### config.mk
export PLATFORM = sky130hd
export DESIGN_NAME = credit_game_sequencer
export DESIGN_NICKNAME = d
export VERILOG_FILES = /design/src/rtl/credit_game_sequencer.sv
export SDC_FILE = /design/constraint.sdc
export NUM_CORES = 1
export LEC_CHECK = 0
export CAP_MARGIN = 40
export CORE_MARGIN = 2
export CORE_UTILIZATION = 57
export DETAILED_ROUTE_END_ITERATION = 7
export GPL_ROUTABILITY_DRIVEN = 0
export MAX_ROUTING_LAYER = met4
export PLACE_DENSITY = 0.81
export SKIP_LAST_GASP = 1
export SYNTH_ARGS = -nofsm -noshare
export SYNTH_HDL_FRONTEND = slang
export SYNTH_SLANG_ARGS = --single-unit
### constraint.sdc
create_clock -name CLK_SRC -period 4.9 [get_ports CLK_SRC]
set_input_delay 0.49 -clock CLK_SRC [delete_from_list [all_inputs] [get_ports CLK_SRC]]
set_output_delay 0.49 -clock CLK_SRC [all_outputs]
set_load 0.005 [all_outputs]
### src/rtl/credit_game_sequencer.sv
// Purpose : coin/credit bookkeeping and ATTRACT->SERVE->PLAY->OVER game sequencing for a 1..4 player table.
// Latency : pin falling edge to state/credit effect is 3 cycles (2-flop sync + edge detect); BALL_LOST/BONUS_CREDIT act next edge.
// Backpr. : none; every event is consumed the cycle it is detected, and excess credits saturate at MAX_CREDITS.
//
// Ports:
//   CLK_SRC, RESET_N         clock, async active-low reset
//   COIN_N, START_N, SERVE_N asynchronous active-low switches (synchronised here)
//   CREDIT_MODE              00 1c/1cr, 01 1c/2cr, 10 2c/1cr, 11 free play
//   BALLS_PER_GAME           balls per player (0 means 1), latched at game start
//   BALL_LOST, BONUS_CREDIT  single-cycle pulses from playfield logic
//   CREDITS .. COIN_SOUND    status levels and single-cycle pulses
module credit_game_sequencer #(
    parameter int NUM_PLAYERS = 2,
    parameter int NUM_COINS   = 2,
    parameter int CREDIT_W    = 4,
    parameter int MAX_CREDITS = 15
) (
    input  logic                   CLK_SRC,
    input  logic                   RESET_N,
    input  logic [NUM_COINS-1:0]   COIN_N,
    input  logic [NUM_PLAYERS-1:0] START_N,
    input  logic                   SERVE_N,
    input  logic [1:0]             CREDIT_MODE,
    input  logic [2:0]             BALLS_PER_GAME,
    input  logic                   BALL_LOST,
    input  logic                   BONUS_CREDIT,
    output logic [CREDIT_W-1:0]    CREDITS,
    output logic                   ATTRACT,
    output logic                   START_GAME,
    output logic                   SERVE_WAIT,
    output logic [1:0]             CUR_PLAYER,
    output logic [2:0]             NUM_IN_GAME,
    output logic [2:0]             BALL_NUM,
    output logic [NUM_PLAYERS-1:0] START_LAMP,
    output logic                   GAME_OVER,
    output logic                   COIN_SOUND
);

    localparam int NB = NUM_COINS + NUM_PLAYERS + 1;
    localparam int SW = CREDIT_W + 6;

    typedef enum logic [1:0] {S_ATTRACT, S_SERVE, S_PLAY, S_OVER} state_t;

    state_t                   state, state_nxt;
    logic [NB-1:0]            pins, sync1, sync2, seen_hi, events;
    logic [1:0]               warm;
    logic [NUM_COINS-1:0]     coin_ev;
    logic [NUM_PLAYERS-1:0]   start_ev;
    logic                     serve_ev;
    logic                     half, half_nxt;
    logic [4:0]               coin_add;
    logic                     free_play;
    logic                     start_ok, take_start;
    logic [2:0]               start_sel;
    logic [2:0]               deduct;
    logic [SW-1:0]            sum;
    logic [CREDIT_W-1:0]      credits_nxt;
    logic [2:0]               balls_game;
    logic                     last_player, game_done;

    // ---------------- input synchronisers and falling-edge detect ----------------
    assign pins = {SERVE_N, START_N, COIN_N};

    // seen_hi only ever holds genuinely sampled pin data: it stays 0 until the
    // sync chain has flushed its reset value, so a switch held low across reset
    // release never looks like a 1->0 transition.
    always_ff @(posedge CLK_SRC or negedge RESET_N) begin
        if (!RESET_N) begin
            sync1   <= '1;
            sync2   <= '1;
            seen_hi <= '0;
            warm    <= 2'd0;
        end else begin
            sync1   <= pins;
            sync2   <= sync1;
            seen_hi <= (warm == 2'd2) ? sync2 : '0;
            if (warm != 2'd2) warm <= warm + 2'd1;
        end
    end

    assign events   = seen_hi & ~sync2;
    assign coin_ev  = events[NUM_COINS-1:0];
    assign start_ev = events[NUM_COINS +: NUM_PLAYERS];
    assign serve_ev = events[NB-1];

    assign free_play = (CREDIT_MODE == 2'b11);

    // ---------------- credit add (coins in ascending channel order) ----------------
    always_comb begin
        coin_add = 5'd0;
        half_nxt = half;
        for (int c = 0; c < NUM_COINS; c++) begin
            if (coin_ev[c]) begin
                case (CREDIT_MODE)
                    2'b00: coin_add = coin_add + 5'd1;
                    2'b01: coin_add = coin_add + 5'd2;
                    2'b10: begin
                        if (half_nxt) begin
                            coin_add = coin_add + 5'd1;
                            half_nxt = 1'b0;
                        end else begin
                            half_nxt = 1'b1;
                        end
                    end
                    default: ;
                endcase
            end
        end
        if (BONUS_CREDIT && !free_play) coin_add = coin_add + 5'd1;
    end

    // ---------------- start qualification: highest qualifying bit wins ----------------
    always_comb begin
        start_ok  = 1'b0;
        start_sel = 3'd0;
        for (int k = 0; k < NUM_PLAYERS; k++) begin
            if (start_ev[k] && (free_play || int'(CREDITS) >= k + 1)) begin
                start_ok  = 1'b1;
                start_sel = 3'(k + 1);
            end
        end
    end

    assign take_start  = (state == S_ATTRACT) && start_ok;
    assign deduct      = (take_start && !free_play) ? start_sel : 3'd0;
    assign sum         = SW'(CREDITS) - SW'(deduct) + SW'(coin_add);
    assign credits_nxt = (sum > SW'(MAX_CREDITS)) ? CREDIT_W'(MAX_CREDITS) : sum[CREDIT_W-1:0];

    assign last_player = ({1'b0, CUR_PLAYER} == NUM_IN_GAME - 3'd1);
    assign game_done   = last_player && (BALL_NUM == balls_game);

    // ---------------- FSM: state register ----------------
    always_ff @(posedge CLK_SRC or negedge RESET_N) begin
        if (!RESET_N) state <= S_ATTRACT;
        else          state <= state_nxt;
    end

    // ---------------- FSM: next state ----------------
    always_comb begin
        state_nxt = state;
        case (state)
            S_ATTRACT: if (start_ok) state_nxt = S_SERVE;
            S_SERVE:   if (serve_ev) state_nxt = S_PLAY;
            S_PLAY:    if (BALL_LOST) state_nxt = game_done ? S_OVER : S_SERVE;
            S_OVER:    state_nxt = S_ATTRACT;
            default:   state_nxt = S_ATTRACT;
        endcase
    end

    // ---------------- FSM: outputs ----------------
    always_comb begin
        ATTRACT    = (state == S_ATTRACT);
        SERVE_WAIT = (state == S_SERVE);
        GAME_OVER  = (state == S_OVER);
        for (int k = 0; k < NUM_PLAYERS; k++) begin
            START_LAMP[k] = ATTRACT && (free_play || int'(CREDITS) >= k + 1);
        end
    end

    // ---------------- credits, game counters, pulses ----------------
    always_ff @(posedge CLK_SRC or negedge RESET_N) begin
        if (!RESET_N) begin
            CREDITS     <= '0;
            half        <= 1'b0;
            NUM_IN_GAME <= 3'd0;
            CUR_PLAYER  <= 2'd0;
            BALL_NUM    <= 3'd0;
            balls_game  <= 3'd1;
            START_GAME  <= 1'b0;
            COIN_SOUND  <= 1'b0;
        end else begin
            CREDITS    <= credits_nxt;
            half       <= half_nxt;
            START_GAME <= take_start;
            COIN_SOUND <= |coin_ev;
            if (take_start) begin
                NUM_IN_GAME <= start_sel;
                CUR_PLAYER  <= 2'd0;
                BALL_NUM    <= 3'd1;
                balls_game  <= (BALLS_PER_GAME == 3'd0) ? 3'd1 : BALLS_PER_GAME;
            end else if (state == S_PLAY && BALL_LOST && !game_done) begin
                if (!last_player) begin
                    CUR_PLAYER <= CUR_PLAYER + 2'd1;
                end else begin
                    CUR_PLAYER <= 2'd0;
                    BALL_NUM   <= BALL_NUM + 3'd1;
                end
            end else if (state == S_OVER) begin
                NUM_IN_GAME <= 3'd0;
                CUR_PLAYER  <= 2'd0;
                BALL_NUM    <= 3'd0;
            end
        end
    end

endmodule
# After elaboration in Yosys (flattened, before gate mapping)
# Cells that the tools add are included.
[word_totals] word_cells=101 regBits=37 output_inout_bits=19
[classes] order_cmp=3 bitwise_logic=2 reduce_logical=23 n_eq_ne=15 add_sub_neg=9 mux=36
[ops] op="$mux 3" n=9
[ops] op="$mux 5" n=5
[ops] op="$mux 2" n=8
[ops] op="$pmux 5 s3" n=1
[ops] op="$add 5x1->5 const B" n=2
[ops] op="$eq 2x2->1 const B" n=5
[ops] op="$gt 10x4->1 const B" n=1
[ops] op="$logic_and 1x1->1" n=10
[ops] op="$mux 1" n=10
[ops] op="$pmux 2 s4" n=1
[ops] op="$add 5x6->7" n=1
[ops] op="$ne 2x2->1 const B" n=3
[ops] op="$pmux 2 s3" n=1
[ops] op="$add 5x2->5 const B" n=1
[ops] op="$and 5x5->5" n=1
[ops] op="$not 5->5" n=1
[ops] op="$sub 4x3->5" n=1
[ops] op="$add 2x1->2 const B" n=2
[ops] op="$eq 2x1->1 const B" n=2
[ops] op="$ge 4x1->1 const B" n=1
[ops] op="$ge 4x2->1 const B" n=1
[ops] op="$logic_not 2->1" n=2
[ops] op="$mux 4" n=1
[ops] op="$ne 2x1->1 const B" n=2
[ops] op="13 further kinds" n=16

# Logic depth before layout (Yosys ltp)
# Gate-level depths: netlist (run 1).
[logic_depth] depth_word=12 depth_mapped=20 ltp_nobuf=19

# Least setup slack after synthesis (run 1)
# OpenSTA, ideal clock, no wires.
[synth_path] path_type="in2reg" startpoint="input CREDIT_MODE[1]" endpoint="register CREDITS[2]" arrival_ns=3.739 stages=20 setup_ns=0.083 setup_slack_ns=1.079 n_path_buf=1 path_cell_list="buf_2 -> nor2b_1 -> ha_1 -> inv_1 -> maj3_1 -> nor2_1 -> ha_1 -> nand3b_1 -> a21boi_0 -> o22ai_1 -> ha_1 -> nand2_1 -> a21oi_1 -> mux2_2 -> ha_1 -> nor2b_1 -> o21a_1 -> nor2b_1 -> o31a_1 -> o21ai_0"
[synth_via] elab_chain_cells=12
[synth_lines] element="start: declaration" line="23" text="input logic [1:0] CREDIT_MODE,"
[synth_lines] element="$eq 2x2->1 (tied with other cells)" line="94" text="case (CREDIT_MODE)"
[synth_lines] element="$pmux 2 s3 or $logic_or 1x1->1 (tied branches)" line="94, 117"
[synth_lines] element="$mux 5 or $logic_and 1x1->1 (tied branches)" line="93, 117"
[synth_lines] element="$add 5x1->5 or $mux 1 (tied branches)" line="95, 99, 117"
[synth_lines] element="$mux 5 or $mux 1 (tied branches)" line="98, 117"
[synth_lines] element="$pmux 5 s3 or $logic_and 1x1->1 (tied branches)" line="94, 124"
[synth_lines] element="$mux 5 or $logic_and 1x1->1 (tied branches)" line="93, 125"
[synth_lines] element="$add 5x1->5 or $mux 3 (tied branches)" line="109, 125"
[synth_lines] element="$mux 5 or $sub 4x3->5 (tied branches)" line="109, 126"
[synth_lines] element="$add 5x6->7 (*)" line="126" text="assign sum = SW'(CREDITS) - SW'(deduct) + SW'(coin_add);"
[synth_lines] element="$gt 10x4->1" line="127" text="assign credits_nxt = (sum > SW'(MAX_CREDITS)) ? CREDIT_W'(MAX_CREDITS) : sum[CREDIT_W-1:0];"
[synth_lines] element="$mux 4 (*)" line="127"
[synth_lines] element="net credits_nxt[2]" line="57" text="logic [CREDIT_W-1:0] credits_nxt;"
[synth_lines] element="end signal: assignment" line="172" text="CREDITS <= credits_nxt;"
[synth_lines] element="end: declaration" line="27" text="output logic [CREDIT_W-1:0] CREDITS,"
# Mark *: on every way through the listed nets, which the timed path passes. The rest lies on a longest branch.
# A chain may end at the register's enable or synchronous reset.

# Final worst setup path (run 1)
# Ends and elaborated chain as after synthesis.

==> results.md, run 1 <==
GRT:
- The first-pass GRT wire length is between 7000 and 8000 µm.
- The number of antenna violations at the first check in global routing came to 0.
- The largest net degree at the start of global routing is 37.
- The total routing usage reported by global routing is 23.3%.
- The number of global-route vias before repair is ~1,600.
- After global routing the overflow that remains totals 0.

STA:
- Derived from the worst setup path, the maximum achievable clock frequency is 0.235 GHz.
- The count of endpoints failing setup in the final report is 0.
- Once routing completed, OpenROAD measured the worst setup slack at 0.638 ns.
- The maximum clock skew at final layout is roughly 0.0028 ns.
- The worst slew slack as a fraction of its limit is 52.3%.
- For the pin with the worst max-slew slack, the measured transition is 0.710 ns.
- The number of failing hold endpoints at the final stage came to 0.
- The number of slew-limit violations in the final report is 0.
- The sum of negative setup slack is 0 ns.
- On the final layout, the worst hold slack is 0.362 ns.
- Setup repair after global routing left no endpoint under its margin.
- The time the worst path needs with I/O delays and setup is 4.26 ns.
- The final critical path takes up around 87% of the cycle.

Synth:
- By area, the combinational part of the netlist is dominated by simple AND/OR/NAND/NOR gates.
- The dominant register cell in the synthesized netlist is dfrtp_1.
- Counting every net in the synthesized netlist gives 221.
- Counting instances in the post-synthesis netlist gives the leading cell types as dfrtp_1, nand2_1, inv_1.
- Yosys printed 0 warnings.
- The synthesized netlist occupies a cell area of about 2000 µm².
- The most numerous cell in the Yosys netlist is dfrtp_1.
- The share of flip-flops with an asynchronous set or reset after synthesis is 100%.
- In the post-synthesis netlist, the biggest area contributors are dfrtp_1, dfstp_2, ha_1, xor2_1, nand2_1.
- Of the total synthesized cell area, the portion taken by full adders, half adders and majority gates is 9.99%.
- The average instance area after synthesis is 10.4 µm².
- The register bit count reported by yosys is 36.
- The biggest area contributor in the post-synthesis netlist is dfrtp_1.
- Sequential elements use 45.7% of the synthesized area.
- The share of the synthesized netlist area taken by xor and xnor gates is 6.12%.
- Of the post-synthesis cell area, the dominant cell type holds 31.2%.
- Of the total synthesized cell area, the portion taken by AND, OR, NAND and NOR gates is between 10% and 20%.
- The count of unique library cells instantiated by Yosys is 48.
- Counting every instance in the synthesized netlist gives between 150 and 200.
- The synthesized design contains 0 enable-type register cells.
- The synthesized netlist devotes 12.2% of its cell area to compound gates.
- The proportion of synthesized area in mux cells is 3.75%.

Routing:
- In this run, the number of DRC markers left after iteration 0 of detailed routing was 87.
- Once detail routing completed, the nets flagged for antenna violations numbered 0.
- In the routed layout, each cell is associated on average with a via count of around 5.4.
- After detailed routing, the number of remaining DRC violations is 0.
- The aggregate routed wire length is roughly 4000 µm.
- The routed layout has 1,489 vias.
- The average wire per cell in the routed design is approximately 14 µm.
- The pre-antenna-repair detailed-routing pass consisted of 6 iterations.

Worst setup path:
- The slowest stage of the critical path belongs to the cell clkdlybuf4s50_1.
- The arrival time reported for the critical path endpoint is 4.53 ns.
- The worst register-to-register path has a depth of 18.
- The category of the worst setup path launch point is a primary input.
- The startpoint of the most critical setup path is CREDIT_MODE[1].
- The worst setup path is captured at a register.
- The endpoint identified for the worst register-to-register timing path is CREDITS[2].
- The cell repeated most along the worst path is ha_1.
- Grouping stages by cell kind, the critical path spends the most delay in adder cells.
- The number of buffer and inverter stages on the critical path is 2.
- The critical path goes through clkdlybuf4s50_1 -> nor2b_1 -> ha_1 -> inv_1 -> maj3_1 -> nor2_1 -> ha_1 -> nand3b_1 -> a21boi_0 -> o22ai_1 -> ha_1 -> nand2_1 -> a21oi_1 -> mux2_2 -> ha_1 -> nor2b_1 -> o21a_1 -> nor2b_1 -> o31a_1 -> o21ai_0.
- In this design, the stage delay of the slowest critical-path cell is about 0.48 ns.
- The origin of the critical flop-to-flop path is half.
- The slack of the worst reg-to-reg path is 1.14 ns.
- At the worst endpoint, the required time is 5.17 ns.
- The path type of the worst setup path is primary input to register.
- The maximum fanout count along the critical path is 4.

Clock tree:
- The H-tree depth reported by CTS is 2.
- The number of setup buffers added after CTS is 0.
- The clock transition at the register clock pins on the worst setup and hold paths after CTS is 0.11 ns.
- TritonCTS built the clock tree.
- The cell at the root of the clock tree is clkbuf_4.
- No sink is reached through more buffers than the 2 on the longest clock path.
- The clock network latency to the later pin of the worst-skew pair is 0.34 ns.
- In this run, post-CTS hold repair placed 0 buffers.
- The number of gates resized after cts is 0.
- CTS saw 36 sinks.
- The number of clock buffers added by TritonCTS is 5.

Final layout:
- Leaving out filler cells and counting taps, the final layout contains 278.
- The number of antenna diodes in the final layout is 0.
- The filler cell count is around 270.
- The fraction of layout cells with a size suffix above 1 is approximately 14%.
- At the end of the flow, the number of nets in the layout was approximately 260.
- The signed area change from the synthesized netlist to the final layout is 21.4%.

Placement:
- The detailed placement HPWL is 3100 µm.
- Timing analysis after detailed placement gives a worst setup slack of 0.341 ns.
- The count of buffers from port buffering is 31.
- Counting tap cells, the placed design contains a total of 270 instances.

Hold path:
- The worst hold path belongs to the class register to register.
- The worst hold path cell count is 0.
- The startpoint identified for the worst hold timing path is sync1[0].
- The worst hold path endpoint is sync2[0].

Run:
- The number of max-cap violations is 0.

Floorplan:
- The effective utilization at floorplan is 59.6%.
- The horizontal die dimension is 63.3 µm.
- After floorplanning, the core was divided into 21 placement rows.
- The die area is 4000 µm².
- During I/O placement, the number of pins put on the boundary was 33.
- The floorplan die height is 63.3 µm.
- The floorplan step defined a core boundary enclosing around 3400 µm².

Power:
- IR analysis of the VDD net gives a maximum drop of 0.292 mV.
- Summed over all cells, the static leakage comes to 1.08 nW.
- For this design the ratio of total power to cell area is between 400 and 500 nW/µm².

Outcome:
- The flow ran to the end, and the final reports show no timing, DRC or antenna violations.
## sequential cells by signal, indices dropped and copies added (netlist names)
name and flops:
COIN_SOUND 1, balls_game 3, CREDITS 4, half 1, BALL_NUM 3, seen_hi 5
CUR_PLAYER 2, START_GAME 1, sync1 5, warm 2, sync2 5, state 2
NUM_IN_GAME 2
## layout make-up
cell class | instances | area [µm²] | share of cell area [%]
Clock inverter | 3 | 18.8 | 0.772
Clock buffer | 5 | 37.5 | 1.54
Tap cell | 46 | 57.6 | 2.37
Timing Repair Buffer | 34 | 333 | 13.7
Multi-Input combinational cell | 138 | 1010 | 41.6
Sequential cell | 36 | 915 | 37.6
Inverter | 16 | 60.1 | 2.47
## worst max path at each step
stage | cells past startpoint | slack, ns | end
after global placement | 18 | 0.63 | CREDITS[0]
final | 20 | 0.64 | CREDITS[2]
after global routing | 20 | 0.37 | CREDITS[2]
after floorplan | 20 | 1.08 | CREDITS[2]
after CTS | 20 | 0.70 | CREDITS[2]
after detailed placement | 20 | 0.34 | CREDITS[2]
## layer usage
layer	share of wire [%]	global-route usage, %
met4	2.0	8.97
met2	52	41.0
met3	4.3	4.82
met1	41	26.1
met5	0	-
## through the flow
stage          util [%]  total power, mW  area, µm²
5_1_grt            72.3             1.18       2430
3_5_place_dp       70.6            0.939       2380
2_1_floorplan         -            0.727       2000
6_report           72.3             1.09       2430
4_1_cts            72.3             1.10       2430
3_3_place_gp       70.6            0.914       2380
## power by group
group	switching [mW]	internal, mW	total [mW]
Combinational	0.230	0.257	0.487
Sequential	0.0771	0.370	0.447
Clock	0.102	0.0551	0.157
## worst register-to-register path, cell delays in order, from the launching register on
cell and delay (ns):
dfrtp_1 0.38, ha_1 0.20, inv_1 0.07, maj3_1 0.35
nor2_1 0.11, ha_1 0.24, nand3b_1 0.13, a21boi_0 0.20
o22ai_1 0.16, ha_1 0.23, nand2_1 0.09, a21oi_1 0.06
mux2_2 0.27, ha_1 0.31, nor2b_1 0.16, o21a_1 0.17
nor2b_1 0.13, o31a_1 0.33, o21ai_0 0.09
## cell families (layout without fill, tap and decap cells)
logic type | count (synthesis) | in the layout
fa+ha+maj | 15 | 15
xor+xnor | 14 | 14
simple gates | 69 | 69
compound gates | 32 | 32
flops | 36 | 36
other cells | 1 | 1
buf+inv | 19 | 58
mux | 7 | 7
## cells in the final DEF (no fill, tap or decap), drive strengths merged, types with 2 or more instances in the layout
| cell | instances |
|---|---|
| buf | 3 |
| a2111oi | 2 |
| and2 | 5 |
| dfrtp | 25 |
| nand2b | 7 |
| clkdlybuf4s50 | 31 |
| o31a | 2 |
| nand4 | 2 |
| o21ai | 9 |
| nor2 | 9 |
| clkbuf | 5 |
| nand3 | 3 |
| a21o | 3 |
| nand2 | 19 |
| xor2 | 9 |
| mux2 | 4 |
| a21boi | 2 |
| nand3b | 2 |
| dfstp | 11 |
| inv | 16 |
| mux2i | 3 |
| xnor2 | 5 |
| a21oi | 4 |
| ha | 12 |
| nor2b | 10 |
| fa | 2 |
| nor3 | 7 |
| clkinv | 3 |
(Power assumes the default switching activity.)
==> run 2: changes to the inputs <==
--- a/config.mk
+++ b/config.mk
@@ -6,7 +6,7 @@
 export NUM_CORES = 1
 export LEC_CHECK = 0
 export CAP_MARGIN = 40
-export CORE_MARGIN = 2
+export CORE_MARGIN = 3
 export CORE_UTILIZATION = 57
 export DETAILED_ROUTE_END_ITERATION = 7
 export GPL_ROUTABILITY_DRIVEN = 0
==> run 2 against run 1 <==
Against the previous run: die area up 6.4%; critical path type unchanged; largest power group unchanged; power up 0.66%; global-route usage up 0.12 points; largest cell class unchanged.
==> results.md, run 2 (synthesized netlist as in run 1, its figures left out) <==
Outcome:
- The flow ran to the end, and the final reports show no timing, DRC or antenna violations.

STA:
- The clock arrives with 0.00678 ns of skew.
- At the pin with the least slew margin, the transition time is 0.697 ns.
- Setup repair after global routing left no endpoint under its margin.
- The worst slew slack as a fraction of its limit is 53.2%.
- The sum of negative setup slack is 0 ns.
- The highest clock frequency the design can meet is 0.243 GHz.
- After layout, the minimum clock period comes to just over 4 ns.
- After layout, the worst path uses about 84% of the clock period.
- The number of slew-limit violations in the final report is 0.
- The count of endpoints failing setup in the final report is 0.
- The number of failing hold endpoints at the final stage is 0.

Placement:
- The count of buffers from port buffering is 31.
- The placed instances occupy a cell area of 2370 µm².
- The wire-length estimate of the detail-placed layout is 3090 µm.

Clock tree:
- The number of buffers inserted during clock tree synthesis is 5.
- In this run the deepest clock path goes through 2 buffers.
- In this run the post-CTS setup repair buffer count came out at 0.
- Hold repair after CTS inserted 0 buffers.
- Clock-pin slew was measured on the worst setup and hold paths at 0.12 ns.
- The TritonCTS clock tree is yes.
- At the later pin of the worst-skew pair, clock insertion delay measures 0.35 ns.
- The number of sinks driven by the clock tree is 36.
- The number of gates resized after cts is 0.
- The H-tree was split into 2 levels.
- The tree is rooted in a clkbuf_4.

Routing:
- The average via count per standard cell is around 5.6.
- The remaining design rule violation count is 0.
- For this block, the routed nets add up to around 4100 µm of wire.
- The detailed router placed 1,549 vias in this run.
- Before antenna repair, the detailed router went through 4 iterations.
- The count of nets left with antenna violations once routing finished came out at 0.
- Dividing the detail-routed wire length by the instance count gives 14.7 µm.
- The number of DRC markers in iteration 0 is 140.

Final layout:
- Leaving out fill and tap cells, the most frequent cell in the layout is clkdlybuf4s50_1.
- The number of antenna diodes in the final layout is 0.
- The total number of nets in the final design is 259.
- The post-route cell area is around 2400 µm².
- The largest registers in the layout are seen_hi x5, sync1 x5, sync2 x5.
- The fraction of layout cells with a size suffix above 1 is 14.2%.
- The area growth from synthesis to layout is 21.5%.
- In the layout the commonest cells are clkdlybuf4s50_1, dfrtp_1, nand2_1, inv_1, ha_1.

Run:
- The number of max-cap violations is 0.

Worst setup path:
- The startpoint identified for the worst register-to-register timing path is half.
- The path type of the worst setup path is primary input to register.
- The delay of the slowest cell on the worst path is approximately 0.47 ns.
- For this design, the slowest cell found on the critical path is clkdlybuf4s50_1.
- Traced cell by cell, the critical path runs through clkdlybuf4s50_1 -> nor2b_1 -> ha_1 -> inv_1 -> maj3_1 -> nor2_1 -> ha_1 -> nand3b_1 -> a21boi_0 -> o22ai_1 -> ha_1 -> nand2_1 -> a21oi_1 -> mux2_2 -> ha_1 -> nor2b_1 -> o21a_1 -> o21ai_0 -> o31a_1 -> o21ai_0.
- The worst setup path is launched from a primary input.
- The startpoint of the most critical setup path is CREDIT_MODE[1].
- STA classifies the critical path endpoint as a register.
- At the worst endpoint, the required time is 5.14 ns.
- Counting stages on the worst path, the most repeated cell is ha_1.
- The maximum fanout count along the critical path is 4.
- The arrival time reported for the critical path endpoint is 4.36 ns.

Power:
- The static power due to leakage is 1.07 nW.
- The highest ir drop seen on vdd is 0.241 mV.
- The cell area power density is about 450 nW/µm².

Floorplan:
- In this run the core area contains 20 standard-cell rows.
- The horizontal die dimension is 65.3 µm.
- Once the floorplan was initialized, standard cells occupied 62.5% of the core.
- The number of ports placed on the die boundary is 33.
- The core region is between 3000 and 4000 µm².
- The die area is 4260 µm².
- From bottom edge to top edge, the die measures 65.3 µm.

GRT:
- The number of global-route vias before repair was 1,678.
- Global routing consumed, over all layers together, between 20% and 30% of the routing resources.
- The number of antenna violations at the first check in global routing is 0.
- Summed over all layers, the global routing overflow is 0.
- The largest net degree at the start of global routing is 37.
- The first-pass GRT wire length is ~7300 µm.

Hold path:
- The startpoint of the worst hold path is sync1[0].
- The min-delay analysis places its worst path in the category register to register.
## run 2: routing by layer
metal,track usage (%),routed length [µm]
met1,26.3,1740
met2,39.7,2010
met3,5.47,197
met4,10.6,112
met5,-,0
## run 2: worst paths after layout
path	endpoint	slack, ns	cells after the start
max reg2reg	CREDITS[2]	1.21	18
max	CREDITS[2]	0.78	20
min in group asynchronous	balls_game[2]	0.53	2
min	sync2[0]	0.36	0
max in group asynchronous	sync2[1]	4.02	2
min reg2reg	sync2[0]	0.36	0
## run 2: worst max-delay path: cells and delay by family
family,cells,cell delay [ns]
adders and majority gates,5,1.32
muxes,1,0.26
AOI/OAI and AO/OA,7,1.13
and+or+nand+nor,5,0.61
buffers and inverters,2,0.54
## run 2: through the flow
stage | instances | total power, mW | setup WS, ns | util [%] | hold WS [ns]
6_report | 276 | 1.10 | 0.777 | 76.0 | 0.365
5_1_grt | 276 | 1.20 | 0.529 | 76.0 | 0.373
4_1_cts | 276 | 1.11 | 0.862 | 76.0 | 0.366
3_5_place_dp | 268 | 0.940 | 0.471 | 74.1 | 0.348
3_3_place_gp | 268 | 0.914 | 0.641 | 74.1 | 0.346
2_1_floorplan | 193 | 0.727 | 1.08 | - | 0.194
## run 2: layout make-up
type | instances | area (µm²)
clock buffers | 5 | 37.5
clock inverters | 3 | 23.8
fillers | 246 | 768
inverters | 16 | 60.1
multi-input cells | 138 | 1010
flip-flops and latches | 36 | 915
well taps | 44 | 55.1
repair buffers | 34 | 333
## run 2: power by group
group | internal [mW] | leakage [nW] | switching [mW]
Combinational | 0.258 | 0.623 | 0.229
Clock | 0.0564 | 0.0274 | 0.108
Sequential | 0.370 | 0.418 | 0.0779
Total | 0.684 | 1.07 | 0.414
